$ cat src/rtl/mem_arbiter.sv
// Round-robin arbiter sharing one 32-bit memory port between N_CORES cores.
// One transaction at a time: IDLE (arbitrate) -> BUSY (wait for memory or
// timeout) -> DONE (one-cycle response to the granted core) -> IDLE.
module mem_arbiter #(
  parameter int N_CORES = 2,
  parameter int ID_W    = (N_CORES > 1) ? $clog2(N_CORES) : 1,
  parameter int TIMEOUT = 64
) (
  input  logic                   clk,
  input  logic                   reset,
  input  logic [N_CORES-1:0]     core_request,
  input  logic [32*N_CORES-1:0]  core_addr,
  input  logic [N_CORES-1:0]     core_rden,
  input  logic [N_CORES-1:0]     core_wren,
  input  logic [32*N_CORES-1:0]  core_write_val,
  output logic [N_CORES-1:0]     core_enable,
  output logic [31:0]            core_read_val,
  output logic [N_CORES-1:0]     core_response,
  output logic [31:0]            mem_addr,
  output logic                   mem_rden,
  output logic                   mem_wren,
  output logic [31:0]            mem_write_val,
  input  logic [31:0]            mem_read_val,
  input  logic                   mem_response,
  output logic                   err_timeout,
  output logic [ID_W-1:0]        err_id
);

  localparam int unsigned NC    = N_CORES;
  localparam int          CNT_W = $clog2(TIMEOUT + 1);
  localparam logic [N_CORES-1:0] ONE = N_CORES'(1);

  typedef enum logic [1:0] {S_IDLE, S_BUSY, S_DONE} state_t;

  state_t            r_state;
  state_t            w_next;
  logic [ID_W-1:0]   r_grant;
  logic [ID_W-1:0]   r_last;
  logic [ID_W-1:0]   r_err_id;
  logic [ID_W-1:0]   w_winner;
  logic [31:0]       r_addr;
  logic [31:0]       r_wdata;
  logic [31:0]       r_rdata;
  logic              r_rden;
  logic              r_wren;
  logic              r_tflag;
  logic [CNT_W-1:0]  r_cnt;
  logic              w_any;
  logic              w_cnt_max;
  logic [N_CORES-1:0] w_onehot;
  logic [31:0]       w_addr_arr  [N_CORES];
  logic [31:0]       w_wdata_arr [N_CORES];

  for (genvar g = 0; g < N_CORES; g++) begin : g_split
    assign w_addr_arr[g]  = core_addr[32*g +: 32];
    assign w_wdata_arr[g] = core_write_val[32*g +: 32];
  end

  assign w_any     = |core_request;
  assign w_cnt_max = (r_cnt == CNT_W'(TIMEOUT - 1));
  assign w_onehot  = ONE << r_grant;

  // Round-robin pick: first requester after the last grant, wrapping around.
  always_comb begin
    int unsigned idx;
    logic        found;
    idx      = 0;
    found    = 1'b0;
    w_winner = r_last;
    for (int unsigned i = 1; i <= NC; i++) begin
      idx = (32'(r_last) + i) % NC;
      if (!found && core_request[ID_W'(idx)]) begin
        w_winner = ID_W'(idx);
        found    = 1'b1;
      end
    end
  end

  // State register.
  always_ff @(posedge clk or negedge reset) begin
    if (!reset) r_state <= S_IDLE;
    else        r_state <= w_next;
  end

  // Next-state logic; a response on the final timeout cycle still counts as a response.
  always_comb begin
    w_next = r_state;
    case (r_state)
      S_IDLE:  if (w_any) w_next = S_BUSY;
      S_BUSY:  if (mem_response || w_cnt_max) w_next = S_DONE;
      S_DONE:  w_next = S_IDLE;
      default: w_next = S_IDLE;
    endcase
  end

  // Transaction datapath: latch winner's request, count BUSY cycles, capture result.
  always_ff @(posedge clk or negedge reset) begin
    if (!reset) begin
      r_grant  <= '0;
      r_last   <= ID_W'(N_CORES - 1);
      r_err_id <= '0;
      r_addr   <= '0;
      r_wdata  <= '0;
      r_rdata  <= '0;
      r_rden   <= 1'b0;
      r_wren   <= 1'b0;
      r_tflag  <= 1'b0;
      r_cnt    <= '0;
    end else begin
      case (r_state)
        S_IDLE: begin
          if (w_any) begin
            r_grant <= w_winner;
            r_addr  <= w_addr_arr[w_winner];
            r_wdata <= w_wdata_arr[w_winner];
            r_wren  <= core_wren[w_winner];
            r_rden  <= core_rden[w_winner] & ~core_wren[w_winner];
            r_cnt   <= '0;
          end
        end
        S_BUSY: begin
          r_cnt <= r_cnt + 1'b1;
          if (mem_response) begin
            r_rdata <= mem_read_val;
          end else if (w_cnt_max) begin
            r_rdata  <= 32'hDEAD_BEEF;
            r_tflag  <= 1'b1;
            r_err_id <= r_grant;
          end
        end
        S_DONE: begin
          r_last  <= r_grant;
          r_tflag <= 1'b0;
        end
        default: ;
      endcase
    end
  end

  // Outputs decoded from state so enables drop as soon as reset asserts.
  always_comb begin
    core_enable   = '0;
    core_response = '0;
    mem_rden      = 1'b0;
    mem_wren      = 1'b0;
    err_timeout   = 1'b0;
    core_read_val = r_rdata;
    mem_addr      = r_addr;
    mem_write_val = r_wdata;
    err_id        = r_err_id;
    case (r_state)
      S_BUSY: begin
        core_enable = w_onehot;
        mem_rden    = r_rden;
        mem_wren    = r_wren;
      end
      S_DONE: begin
        core_enable   = w_onehot;
        core_response = w_onehot;
        err_timeout   = r_tflag;
      end
      default: ;
    endcase
  end

endmodule

$ cat config.mk
export PLATFORM = sky130hd
export DESIGN_NAME = mem_arbiter
export DESIGN_NICKNAME = d
export VERILOG_FILES = /design/src/rtl/mem_arbiter.sv
export SDC_FILE = /design/constraint.sdc
export NUM_CORES = 1
export LEC_CHECK = 0
export BUFFER_PORTS_ARGS = -buffer_cell sky130_fd_sc_hd__buf_2
export CORE_MARGIN = 5
export CORE_UTILIZATION = 30
export CTS_CLUSTER_DIAMETER = 150
export DETAILED_ROUTE_END_ITERATION = 10
export HOLD_SLACK_MARGIN = 0.02
export PLACE_DENSITY_LB_ADDON = 0.08
export SYNTH_ARGS = -nofsm -noshare
export SYNTH_HDL_FRONTEND = slang
export SYNTH_SLANG_ARGS = --single-unit
$ cat constraint.sdc
create_clock -name clk -period 3.3 [get_ports clk]
set_input_delay 0.66 -clock clk [delete_from_list [all_inputs] [get_ports clk]]
set_output_delay 0.66 -clock clk [all_outputs]
set_load 0.01 [all_outputs]
==> results.json <==
{
  "syn-cell-area_um2": 5370,
  "core-area_um2": 17800,
  "cts_inserted_buffers": 9,
  "grt_pass1_vias": 5324,
  "end_kind": "primary output",
  "die-area_um2": 20700,
  "first_pass_iters": 5,
  "synth_fp_nets": 764,
  "grt-ovfl-total": 0,
  "rsz0062_at_grt": "false",
  "crit_type": "flop to primary output",
  "regArea_um2": 2780,
  "route.detailed.wl_per_inst_um": 17.6,
  "synth_xor_area_share_pct": 0,
  "cts_tree": "built",
  "routed_wl_um": 18600,
  "diodes": 0,
  "setup-tns-final_ps": 0,
  "synth_edf_count": 0,
  "sequentialPowerShare_pct": 35.7,
  "grt_max_degree": 71,
  "power.density_nw_per_um2": 949,
  "setup_slack_ps": 899,
  "synth_top_family_by_area": "compound AO/OA/AOI/OAI gates",
  "nFillCells": 1821,
  "clk-insertion-delay-late_ps": 350,
  "critPathMaxFanout": 15,
  "hp-class": "primary input to async pin",
  "fin_crit_sh_pct": 72.8,
  "max_cap_violations": 0,
  "slew-limit-headroom_pct": 40.1,
  "ir_drop_uv": 398,
  "std_cell_rows": 49,
  "fmax_mhz": 416,
  "viasPerCell": 5.03,
  "cts.repair.resized": 0,
  "fin_nets": 1002,
  "track_usage_pct": 17.3,
  "cp-start-kind": "flop",
  "ctsLongestPathBuffers": 2,
  "switching_share_pct": 41.7,
  "ys.flop_type": "dfrtp_1",
  "die_x_um": 144,
  "drv_slew": 0,
  "hold_ws_ps": 329,
  "dr_total_vias": 5333,
  "drcViolationCount": 0,
  "synth-adder-area-share_pct": 0.931,
  "synth_area_per_cell_um2": 9.09,
  "clock-sinks": 111,
  "ant_nets": 0,
  "root_buffer": "clkbuf_16",
  "synthSimpleGateAreaFrac_pct": 16.0,
  "fin_area_um2": 7190,
  "p_clk_share_pct": 16.8,
  "yosysSeqAreaShare_pct": 51.7,
  "status": "complete, no violations",
  "ctsHoldBuffers": 0,
  "post_cts_buffers": 0,
  "synth_cell_types": 40,
  "io_pins": 273,
  "place_ws_ps": 879,
  "internal-power_mw": 3.98,
  "initial_utilization_pct": 30.2,
  "skew_ps": 13.0,
  "clk_pin_slew_ps": 80,
  "drtIter0Drc": 250,
  "place_area_um2": 6890,
  "critPathArrivalTime_ps": 1740,
  "antenna_found_initial": 2,
  "drive_above_1_share_pct": 36.9,
  "grt_pass1_wl_um": 28400,
  "portBuffers": 272,
  "p_sw_mw": 2.84,
  "hpwl_um": 13500,
  "synthMuxAreaShare_pct": 0.792,
  "netlist_instances": 591,
  "area_delta_synth_final_pct": 33.9,
  "worstMarginPinSlew_ps": 898,
  "multi_input_area_um2": 2220,
  "cts_max_level": 3,
  "fp.dieH_um": 144,
  "setup_viol": 0,
  "period_minus_slack_ps": 2400,
  "ys_async_sr_fraction_pct": 100,
  "power_frac_comb_pct": 47.5,
  "p_leak_nw": 3.34,
  "gp_congestion": 0.784,
  "finalHoldViolations": 0,
  "yosys_warnings": 0,
  "cp_data_required_time_ps": 2640,
  "synth_compound_area_share_pct": 23.4,
  "ys_seq_elements": 111
}
==> flip-flops by register name (all words and copies together), names as in the netlist <==
register and cells:
core_read_val 32, err_id 1, mem_addr 32, mem_write_val 32, r_cnt 7, r_grant 1
r_last 1, r_rden 1, r_state 2, r_tflag 1, r_wren 1
==> Yosys cell counts, types with 7 or more instances <==
library cell	number	share of area, %
buf_4	8	1.1
a31oi_1	66	7.7
nor2_1	68	4.7
clkbuf_1	12	0.84
nand2_1	7	0.49
dfrtp_1	110	51
o21ai_0	67	6.2
nand3_1	68	6.3
a221o_1	8	1.5
buf_2	34	3.2
a21oi_1	27	2.5
inv_1	27	1.9
and2_1	7	0.81
o22ai_1	25	2.9
o21ai_1	8	0.75
nor2b_1	12	1.4
==> metal layers <==
metal	routed length [um]	GRT usage, %	vias to the layer above
met5	13	0	-
met4	329	5.60	2
met3	1500	4.29	23
met2	8970	29.0	212
met1	7820	22.0	2491
li1	-	-	2605
==> kinds of logic (layout without fill, tap and decap cells) <==
group | Yosys count | after routing
adders and majority gates | 4 | 4
and+or+nand+nor | 177 | 177
muxes | 4 | 4
buffers and inverters | 82 | 323
AOI/OAI and AO/OA | 213 | 213
DFF | 111 | 111
==> path summary, 6_finish.rpt <==
kind	cells past startpoint	slack [ps]	endpoint	start
max in group asynchronous	2	2240	mem_write_val[22]	reset
worst min-delay path	1	330	mem_addr[20]	reset
min in group clk	1	520	err_id	err_id
worst max register to register	5	1040	core_read_val[24]	r_state[1]
worst max-delay path	4	900	mem_rden	r_state[1]
worst min register to register	1	520	err_id	err_id
==> worst max-delay path, stage by stage (launching register included) <==
cell and delay [ps]:
dfrtp_1 400, inv_1 120, ha_1 520, and2_1 200, buf_2 140
==> final cells by class <==
type,instances,share of cell area [%]
repair buffers,282,20.9
well taps,229,3.98
flip-flops and latches,111,38.6
inverters,27,1.41
multi-input cells,398,30.9
clock buffers,10,3.18
clock inverters,4,1.01
==> placed cells by master, fill, tap and decap left out, drive strengths merged, types with 2 or more instances in the layout <==
cell type	Yosys	final
buf	43	282
dfrtp	110	110
o21ai	75	75
nor2	69	69
nand3	68	68
a31oi	66	66
a21oi	29	29
inv	27	27
o22ai	25	25
nor2b	12	12
clkbuf	12	10
a221o	8	8
and2	8	8
nand2	7	7
ha	4	4
o31ai	3	3
nand2b	3	3
nand4b	2	2
o211ai	2	2
mux2i	2	2
or4	2	2
mux2	2	2
bufinv	0	2
o311ai	2	2
==> per-stage QoR <==
stage | total power [mW] | cells | utilization, %
after floorplan | 4.49 | 591 | -
after global placement | 5.69 | 1047 | 38.8
after detailed placement | 5.77 | 1047 | 38.8
after CTS | 6.94 | 1061 | 40.5
after global routing | 7.39 | 1061 | 40.5
final | 6.83 | 1061 | 40.5
==> power groups by stage <==
stage	registers [mW]	logic, mW	clock network [mW]
finish	2.43	3.25	1.15
floorplan	2.68	1.80	0
global route	2.53	3.63	1.23
global placement	2.43	3.25	0
CTS	2.44	3.31	1.19
detailed placement	2.45	3.32	0
Note: power is estimated with default switching activity, not from simulation.
